File: config.mk
export PLATFORM = sky130hd
export DESIGN_NAME = load_unit
export DESIGN_NICKNAME = d
export VERILOG_FILES = /design/src/rtl/load_unit_pkg.sv /design/src/rtl/load_unit_extract.sv /design/src/rtl/load_unit.sv
export SDC_FILE = /design/constraint.sdc
export NUM_CORES = 1
export LEC_CHECK = 0
export BUFFER_PORTS_ARGS = -buffer_cell sky130_fd_sc_hd__buf_2
export CAP_MARGIN = 20
export CORE_AREA = 2 2 109 111
export DETAILED_ROUTE_END_ITERATION = 8
export DIE_AREA = 0 0 111 113
export PLACE_DENSITY = 0.87
export REMOVE_ABC_BUFFERS = 1
export SYNTH_ARGS = -nofsm -noshare
export SYNTH_HDL_FRONTEND = slang
export SYNTH_SLANG_ARGS = --single-unit
File: constraint.sdc
create_clock -name clk -period 4.2 [get_ports clk]
set_input_delay 0 -clock clk [delete_from_list [all_inputs] [get_ports clk]]
set_output_delay 0 -clock clk [all_outputs]
set_load 0.02 [all_outputs]
File: src/rtl/load_unit_pkg.sv
// load_unit_pkg
//   Shared definitions for the load unit: RISC-V load funct3 encodings,
//   FSM state and fault-kind enums, and the size/legality decode helpers.
//   No ports; imported by load_unit.

package load_unit_pkg;

    localparam logic [2:0] F3_LB  = 3'b000;
    localparam logic [2:0] F3_LH  = 3'b001;
    localparam logic [2:0] F3_LW  = 3'b010;
    localparam logic [2:0] F3_LD  = 3'b011;
    localparam logic [2:0] F3_LBU = 3'b100;
    localparam logic [2:0] F3_LHU = 3'b101;
    localparam logic [2:0] F3_LWU = 3'b110;

    typedef enum logic [2:0] {
        ST_IDLE   = 3'd0,
        ST_ISSUE0 = 3'd1,
        ST_WAIT0  = 3'd2,
        ST_ISSUE1 = 3'd3,
        ST_WAIT1  = 3'd4,
        ST_RESP   = 3'd5
    } state_e;

    typedef enum logic [1:0] {
        FLT_NONE     = 2'd0,
        FLT_MISALIGN = 2'd1,
        FLT_ILLEGAL  = 2'd2
    } fault_e;

    // Access size in bytes: 1, 2, 4 or 8.
    function automatic logic [3:0] size_bytes(input logic [2:0] f3);
        return 4'd1 << f3[1:0];
    endfunction

    // 111 is never a load; LD and LWU only exist on a 64-bit datapath.
    function automatic logic f3_illegal(input logic [2:0] f3, input logic is_rv32);
        return (f3 == 3'b111) || (is_rv32 && ((f3 == F3_LD) || (f3 == F3_LWU)));
    endfunction

endpackage

File: src/rtl/load_unit_extract.sv
// load_extract
//   Combinational result formatter. Joins the two memory beats into a
//   2*XLEN window, shifts it down by the byte offset, keeps the low
//   1/2/4/8 bytes and sign- or zero-extends them to XLEN.
//   Ports:
//     beat0_i  in  XLEN   first (lower-address) memory word
//     beat1_i  in  XLEN   second word, zero when the load does not cross
//     off_i    in  OFFW   byte offset of the load inside beat0
//     f3_i     in  3      load funct3 (size in [1:0], unsigned in [2])
//     data_o   out XLEN   aligned, extended load result

module load_extract #(
    parameter int unsigned XLEN = 32
) (
    input  logic [XLEN-1:0]              beat0_i,
    input  logic [XLEN-1:0]              beat1_i,
    input  logic [$clog2(XLEN/8)-1:0]    off_i,
    input  logic [2:0]                   f3_i,
    output logic [XLEN-1:0]              data_o
);

    localparam logic [XLEN-1:0] ONE = {{(XLEN-1){1'b0}}, 1'b1};

    logic [XLEN-1:0] low;
    logic [XLEN-1:0] mask;
    logic [XLEN-1:0] msb;
    logic [6:0]      nbits;
    logic            sign;

    always_comb begin
        low   = XLEN'({beat1_i, beat0_i} >> {off_i, 3'b000});
        nbits = 7'd8 << f3_i[1:0];
        // A shift of the full width yields zero, so the all-ones mask for a
        // full-width access falls out of the subtraction without a special case.
        mask  = (ONE << nbits) - ONE;
        msb   = mask & ~(mask >> 1);
        sign  = ~f3_i[2] & (|(low & msb));
        data_o = (low & mask) | (sign ? ~mask : '0);
    end

endmodule

File: src/rtl/load_unit.sv
// load_unit
//   Single-outstanding load unit. Accepts one load at a time, issues one
//   aligned memory read (two when the access crosses a word boundary and
//   MISALIGNED_EN=1), then formats and returns the result or a fault.
//   Ports:
//     clk, rst_n                      clock, async active-low reset
//     req_valid/req_ready             load request handshake
//     req_addr, req_f3                byte address and funct3 of the load
//     mem_req_valid/mem_req_ready     memory read request handshake
//     mem_req_addr, mem_req_be        word-aligned address and byte enables
//     mem_rsp_valid, mem_rsp_data     read data return (single-cycle pulse)
//     wb_valid, wb_data               result pulse and held result
//     fault_valid, fault_illegal      fault pulse; 1 = illegal f3, 0 = misaligned
//
// state     | meaning
// ----------+-----------------------------------------------------------
// ST_IDLE   | ready for a new load
// ST_ISSUE0 | first beat request presented, waiting for mem_req_ready
// ST_WAIT0  | waiting for first beat data
// ST_ISSUE1 | second beat request presented (crossing loads only)
// ST_WAIT1  | waiting for second beat data
// ST_RESP   | one-cycle wb_valid or fault_valid pulse

module load_unit
    import load_unit_pkg::*;
#(
    parameter int unsigned XLEN          = 32,
    parameter bit          MISALIGNED_EN = 1'b1
) (
    input  logic                 clk,
    input  logic                 rst_n,
    input  logic                 req_valid,
    output logic                 req_ready,
    input  logic [XLEN-1:0]      req_addr,
    input  logic [2:0]           req_f3,
    output logic                 mem_req_valid,
    input  logic                 mem_req_ready,
    output logic [XLEN-1:0]      mem_req_addr,
    output logic [XLEN/8-1:0]    mem_req_be,
    input  logic                 mem_rsp_valid,
    input  logic [XLEN-1:0]      mem_rsp_data,
    output logic                 wb_valid,
    output logic [XLEN-1:0]      wb_data,
    output logic                 fault_valid,
    output logic                 fault_illegal
);

    localparam int unsigned NB   = XLEN / 8;
    localparam int unsigned OFFW = $clog2(NB);
    localparam int unsigned BEW  = 2 * NB;

    state_e            state_q,   state_d;
    fault_e            fault_q,   fault_d;
    logic [XLEN-1:0]   addr_q,    addr_d;
    logic [2:0]        f3_q,      f3_d;
    logic              cross_q,   cross_d;
    logic [XLEN-1:0]   beat0_q,   beat0_d;
    logic [XLEN-1:0]   wb_data_q, wb_data_d;

    logic [OFFW-1:0]   req_off;
    logic [4:0]        req_end;
    logic              req_cross;
    logic              req_bad_f3;

    logic [OFFW-1:0]   off_q;
    logic [XLEN-1:0]   addr_base;
    logic [XLEN-1:0]   addr_next;
    logic [BEW-1:0]    be_span;

    logic [XLEN-1:0]   ext_beat0;
    logic [XLEN-1:0]   ext_beat1;
    logic [XLEN-1:0]   ext_data;

    // Request decode, evaluated against the incoming request in IDLE.
    always_comb begin
        req_off    = req_addr[OFFW-1:0];
        req_end    = 5'(req_off) + 5'(size_bytes(req_f3));
        req_cross  = req_end > 5'(NB);
        req_bad_f3 = f3_illegal(req_f3, XLEN == 32);
    end

    // Beat addresses and byte enables for the latched load. be_span covers
    // both words; the low half belongs to beat0, the high half to beat1.
    always_comb begin
        off_q     = addr_q[OFFW-1:0];
        addr_base = {addr_q[XLEN-1:OFFW], {OFFW{1'b0}}};
        addr_next = addr_base + XLEN'(NB);
        be_span   = (BEW'(1) << size_bytes(f3_q)) - BEW'(1);
        be_span   = be_span << off_q;
    end

    // The final beat is fed straight from the bus so the result is ready to
    // register on the same edge that moves the FSM into RESP.
    always_comb begin
        ext_beat0 = (state_q == ST_WAIT0) ? mem_rsp_data : beat0_q;
        ext_beat1 = (state_q == ST_WAIT1) ? mem_rsp_data : '0;
    end

    load_extract #(
        .XLEN (XLEN)
    ) u_extract (
        .beat0_i (ext_beat0),
        .beat1_i (ext_beat1),
        .off_i   (off_q),
        .f3_i    (f3_q),
        .data_o  (ext_data)
    );

    // State register
    always_ff @(posedge clk or negedge rst_n) begin
        if (!rst_n) begin
            state_q   <= ST_IDLE;
            fault_q   <= FLT_NONE;
            addr_q    <= '0;
            f3_q      <= '0;
            cross_q   <= 1'b0;
            beat0_q   <= '0;
            wb_data_q <= '0;
        end else begin
            state_q   <= state_d;
            fault_q   <= fault_d;
            addr_q    <= addr_d;
            f3_q      <= f3_d;
            cross_q   <= cross_d;
            beat0_q   <= beat0_d;
            wb_data_q <= wb_data_d;
        end
    end

    // Next-state and datapath update
    always_comb begin
        state_d   = state_q;
        fault_d   = fault_q;
        addr_d    = addr_q;
        f3_d      = f3_q;
        cross_d   = cross_q;
        beat0_d   = beat0_q;
        wb_data_d = wb_data_q;

        case (state_q)
            ST_IDLE: begin
                if (req_valid) begin
                    addr_d  = req_addr;
                    f3_d    = req_f3;
                    cross_d = req_cross;
                    if (req_bad_f3) begin
                        fault_d = FLT_ILLEGAL;
                        state_d = ST_RESP;
                    end else if (req_cross && !MISALIGNED_EN) begin
                        fault_d = FLT_MISALIGN;
                        state_d = ST_RESP;
                    end else begin
                        fault_d = FLT_NONE;
                        state_d = ST_ISSUE0;
                    end
                end
            end
            ST_ISSUE0: begin
                if (mem_req_ready) begin
                    state_d = ST_WAIT0;
                end
            end
            ST_WAIT0: begin
                if (mem_rsp_valid) begin
                    beat0_d = mem_rsp_data;
                    if (cross_q && MISALIGNED_EN) begin
                        state_d = ST_ISSUE1;
                    end else begin
                        wb_data_d = ext_data;
                        state_d   = ST_RESP;
                    end
                end
            end
            ST_ISSUE1: begin
                if (mem_req_ready) begin
                    state_d = ST_WAIT1;
                end
            end
            ST_WAIT1: begin
                if (mem_rsp_valid) begin
                    wb_data_d = ext_data;
                    state_d   = ST_RESP;
                end
            end
            ST_RESP: begin
                state_d = ST_IDLE;
            end
            default: begin
                state_d = ST_IDLE;
            end
        endcase
    end

    // Outputs. req_ready is gated by rst_n so it reads low for the whole
    // time reset is held, even though the state register already sits in IDLE.
    always_comb begin
        req_ready     = (state_q == ST_IDLE) && rst_n;
        mem_req_valid = 1'b0;
        mem_req_addr  = '0;
        mem_req_be    = '0;
        wb_valid      = 1'b0;
        fault_valid   = 1'b0;
        fault_illegal = 1'b0;

        case (state_q)
            ST_ISSUE0: begin
                mem_req_valid = 1'b1;
                mem_req_addr  = addr_base;
                mem_req_be    = be_span[NB-1:0];
            end
            ST_ISSUE1: begin
                mem_req_valid = 1'b1;
                mem_req_addr  = addr_next;
                mem_req_be    = be_span[BEW-1:NB];
            end
            ST_RESP: begin
                if (fault_q == FLT_NONE) begin
                    wb_valid = 1'b1;
                end else begin
                    fault_valid   = 1'b1;
                    fault_illegal = (fault_q == FLT_ILLEGAL);
                end
            end
            default: begin
            end
        endcase
    end

    assign wb_data = wb_data_q;

endmodule

==> reports/qor.txt, run 1 <==
Reg clk slew, reported paths - 0.07 ns
number of synthesis warnings - 0
CTS tree - done
cells on worst reg2reg path - 9
Seq cells post-synth - 104
register area share after synthesis - 39.3%
Port Buf Inserts - 142
fin crit share - 73.9%
top_reg_cell synth - dfrtp_1
Peak VDD IR - 482 uV
Reg-to-Reg End - wb_data[9]
Num CTS Buffers - 9
row count - 39
Crit Reg-Reg Startpoint - f3_q[1]
Post-CTS Hold Fix Bufs - 70
Vias/cell - 6.38
Layout Nets - 937
Fmax - 0.322 GHz
vias in the first global route - 6,450
Hold WC Path Type - primary input to flip-flop
Cell Area, Synth - 6620 um2
Synth top area share - 39.3%
Mapped Cells - 680
DRC - 0
GRT Overall Usage - 31.6%
GRT Residual Overflow - 0
die height - 113 um
Initial Util - 58.7%
Final Max Tran Viols - 0
Synth area leaders - dfrtp_1 (39%), mux2_2 (12%), mux2i_1 (6.7%)
post-route setup slack - 1.10 ns
LEAKAGE - 0.00367 uW
Critical Path RT - 4.20 ns
Total Wirelength - 19.8 mm
status - finished, final reports clean
post-detailed-route wirelength per cell - 19.7 um
Async S/R FF share, synth - 100%
pre-CTS setup slack - 1.28 ns
hold endpoint - state_q[0]
Distinct cells, synth - 63
CTS H-tree lvls - 3
Core ar. - 11,300 um2
clock latency on the worst-skew pair - 0.36 ns
Placed Instance Area - 7350 um2
gpl congestion - 0.925
crit-path max FO - 21
CP Capture Type - primary output
Final Cell Area - 8360 um2
clock skew - 0.00930 ns
Data arrival, critical path - 3.10 ns
Die ar. - 12,500 um2
Setup CP Type - flip-flop to primary output
Final ANT Viol Nets - 0
largest net degree at the start of global routing - 70
clock period minus worst slack - 3.10 ns
Worst Max-Slew Pin Slew - 0.944 ns
PD cells - 785 nW/um2
max-cap viol count - 0
post-synth top area cell - dfrtp_1
initial antenna violation count - 0
Worst R2R Setup Slack - 1.20 ns
clock sink count - 104
ANT cells - 0
Setup-failing EPs final - 0
via count - 6,426
hold depth - 5
DRT iter0 DRCs - 740
DIE WIDTH - 111 um
Hold Crit Start - req_valid
Area Overhead vs Synth - 26.3%
post-cts resize count - 0
endpoints failing hold - 0
Clock Path Buffers - 2
Root Driver - clkbuf_16
count leader, synth - dfrtp_1
RSZ-0062 raised after global routing - false
average size of a mapped cell - 9.74 um2
detailed-placement wirelength estimate - 12.6 mm
EDFF count, synth - 0
number of post-CTS setup repair buffers - 0
share of cells above drive strength 1 - 30.9%
1st-pass router iterations - 5
Worst Setup Start Kind - flip-flop
Max-slew headroom - 36.8%
first-pass GRT wire length - 32.0 mm
synth cell count leaders - dfrtp_1 (104), mux2_2 (70), nand2_1 (66)
Ports - 145
-- per-stage QoR --
| step | power, uW | std cells | utilization [%] | TNS (ns) | hold slack [ns] |
|---|---|---|---|---|---|
| 2_1_floorplan | 4430 | 626 | - | -43.19 | -0.296 |
| 3_3_place_gp | 5320 | 922 | 65.2 | 0 | 0.160 |
| 3_5_place_dp | 5480 | 922 | 65.2 | 0 | 0.175 |
| 4_1_cts | 6440 | 1008 | 74.2 | 0 | 0.203 |
| 5_1_grt | 6930 | 1008 | 74.2 | 0 | 0.207 |
| 6_report | 6560 | 1008 | 74.2 | 0 | 0.215 |
-- registers in the layout, summed over array words and instances (netlist names) --
| register | flops |
|---|---|
| wb_data | 32 |
| fault_q | 1 |
| state_q | 3 |
| addr_q | 32 |
| f3_q | 3 |
| beat0_q | 32 |
| cross_q | 1 |
-- final cells by class --
class                      count  area, um2
inverter                      13       48.8
timing repair buffer         223       1500
multi-input combinational    509       3730
tap                          143        179
fill                         712       2910
clock inverter                 4       52.6
sequential                   104       2600
clock buffer                  12        256
-- metal layers --
layer	part of all wire, %	GRT usage, %	routed length (um)
met4	3.5	11.9	689
met1	38	39.1	7460
met5	0	0	0
met2	49	54.6	9800
met3	9.5	6.80	1890
-- report_power, final --
group	internal (uW)	switching, uW	total [uW]
clock network	497	390	887
registers	1490	501	1990
logic	1530	2150	3680
total	3520	3040	6560
-- cell usage in the layout (no fill, tap or decap), types with 11 or more instances in the layout --
| cell type | count |
|---|---|
| a21oi_1 | 30 |
| a31oi_1 | 11 |
| buf_2 | 141 |
| buf_4 | 12 |
| dfrtp_1 | 104 |
| dlygate4sd3_1 | 70 |
| inv_1 | 11 |
| mux2_2 | 70 |
| mux2i_1 | 44 |
| mux4_2 | 12 |
| nand2_1 | 66 |
| nand3_1 | 24 |
| nor2_1 | 65 |
| nor3_1 | 12 |
| o21ai_0 | 31 |
| o22ai_1 | 15 |
| xor2_1 | 21 |
-- worst max path at each step --
stage          startpoint       endpoint  slack (ns)  depth (start not counted)
3_3_place_gp   state_q[1]    wb_data[17]        1.44                          8
5_1_grt           f3_q[1]  mem_req_be[3]        0.88                          9
6_report          f3_q[1]  mem_req_be[3]        1.10                          9
3_5_place_dp      f3_q[1]     wb_data[9]        1.28                          9
4_1_cts           f3_q[1]  mem_req_be[3]        1.14                          9
2_1_floorplan  state_q[1]     addr_q[11]       -1.19                          2
-- logic make-up (layout without fill, tap and decap cells) --
group	after synthesis	count (layout)	share of synthesized area, %
flops	104	104	39.3
fa+ha+maj	5	5	1.06
other cells	1	2	0.0566
simple gates	218	218	16.0
compound gates	130	130	12.5
mux	126	126	22.6
buf+inv	68	252	4.73
xor+xnor	28	28	3.70
-- critical path, stage by stage, from the launching register on --
cell and delay (ns):
dfrtp_1 0.75, or2_2 0.39, inv_1 0.17, ha_1 0.28, nor2b_1 0.16, a2111oi_0 0.42, a311oi_1 0.10, a31oi_1 0.24
nor2_1 0.07, buf_2 0.17
Power figures use the tool's default switching activity.
==> run 2: changes to the inputs <==
CORE_AREA = 2 2 119 121   (was 2 2 109 111)
DIE_AREA = 0 0 121 123   (was 0 0 111 113)
PLACE_DENSITY = 0.78   (was 0.87)
clock period = 2.5 ns   (was 4.2 ns; I/O delays follow)
==> reports/qor.txt, run 2 (synthesized netlist as in run 1, its figures left out) <==
status - finished, final reports clean
1st-pass router iterations - 7
Ports - 145
Setup CP Type - flip-flop to flip-flop
Die ar. - 14,900 um2
final core utilization - 64.7%
Hold WC Path Type - primary input to flip-flop
hold_ws - 0.154 ns
Critical Path RT - 2.72 ns
Worst Max-Slew Pin Slew - 0.632 ns
post-detailed-route wirelength per cell - 17.7 um
most common cell after layout, fill and taps aside - buf_2
clock skew - 0.0100 ns
Fmax - 0.406 GHz
Layout Nets - 975
final setup TNS - 0 ns
most frequent cells in the layout - buf_2 (141), dfrtp_1 (102), mux2_2 (70), dlygate4sd3_1 (70), nand2_1 (66)
Final Max Tran Viols - 0
DRT iter0 DRCs - 455
CP Capture Type - flip-flop
fin crit share - 98.5%
clock sink count - 104
endpoints failing hold - 0
LEAKAGE - 0.00388 uW
via count - 6,285
max-cap viol count - 0
Peak VDD IR - 751 uV
Clock Path Buffers - 2
Final ANT Viol Nets - 0
initial antenna violation count - 0
clock latency on the worst-skew pair - 0.36 ns
largest net degree at the start of global routing - 61
crit-path max FO - 7
Data arrival, critical path - 2.68 ns
Core ar. - 13,600 um2
Max-slew headroom - 57.5%
Setup-failing EPs final - 0
Reg clk slew, reported paths - 0.08 ns
Root Driver - clkbuf_16
RSZ-0062 raised after global routing - true
Worst Setup Start Kind - flip-flop
CTS H-tree lvls - 3
PD cells - 1300 nW/um2
first-pass GRT wire length - 30.5 mm
vias in the first global route - 6,126
DRC - 0
Port Buf Inserts - 142
Num CTS Buffers - 9
Vias/cell - 5.80
GRT Residual Overflow - 0
CTS tree - done
Area Overhead vs Synth - 33.0%
ANT cells - 0
pre-CTS setup slack - 0.0751 ns
Total Wirelength - 19.2 mm
GRT Overall Usage - 25.9%
Fillers - 1,013
DIE WIDTH - 121 um
die height - 123 um
gpl congestion - 0.926
share of cells above drive strength 1 - 34.4%
row count - 43
post-route setup slack - 0.0363 ns
Initial Util - 48.6%
clock period minus worst slack - 2.46 ns
detailed-placement wirelength estimate - 12.8 mm
## run 2: layer usage
layer / share of wire, % / vias to the layer above / global-route usage [%]
li1: - / 2890 / -
met1: 40 / 3051 / 33.0
met2: 50 / 310 / 44.0
met3: 8.2 / 34 / 6.09
met4: 1.9 / 0 / 7.63
met5: 0 / - / 0
## run 2: power breakdown
group          internal [uW]  switching (uW)  total [uW]
Sequential              2510             725        3230
Clock                    798             709        1510
Combinational           2960            3740        6700
## run 2: what timing repair did
item / in CTS / in global routing
hold buffers: 70 / 0
setup buffers: 0 / 6
gates resized for setup: 0 / 11
hold endpoints to repair: 115 / 0
endpoints found under the setup margin: 0 / 25
## run 2: cell type report
type                       count  area (um2)  share of cell area [%]
inverter                      13        48.8                   0.554
sequential                   104        2610                    29.6
clock buffer                   9         225                    2.56
multi-input combinational    509        3760                    42.7
clock inverter                 7        83.8                   0.952
tap                          180         225                    2.56
timing repair buffer         261        1860                    21.1
## run 2: path summary, 6_finish.rpt
check	start	endpoint	slack (ns)	cells after the start
max	state_q[2]	wb_data[18]	0.04	7
max reg2reg	state_q[2]	wb_data[18]	0.04	7
min in group asynchronous	rst_n	wb_data[2]	0.19	2
min reg2reg	wb_data[5]	wb_data[5]	0.48	2
min	req_valid	state_q[0]	0.15	5
max in group asynchronous	rst_n	addr_q[13]	1.52	3
## run 2: metrics by stage
stage | instance area, um2 | std cells | power, uW
final | 8800 | 1083 | 11400
after global routing | 8800 | 1083 | 12200
after CTS | 8700 | 1077 | 11200
after detailed placement | 7690 | 991 | 9540
after global placement | 7690 | 991 | 9410
after floorplan | 6360 | 626 | 7450
## run 2: critical path, cell delays in order (launching register included)
cell	delay, ns
dfrtp_1	0.41
nor3b_4	0.24
buf_12	0.15
mux4_2	0.53
a32oi_2	0.26
nand4_1	0.23
o21ai_4	0.34
o221ai_1	0.15
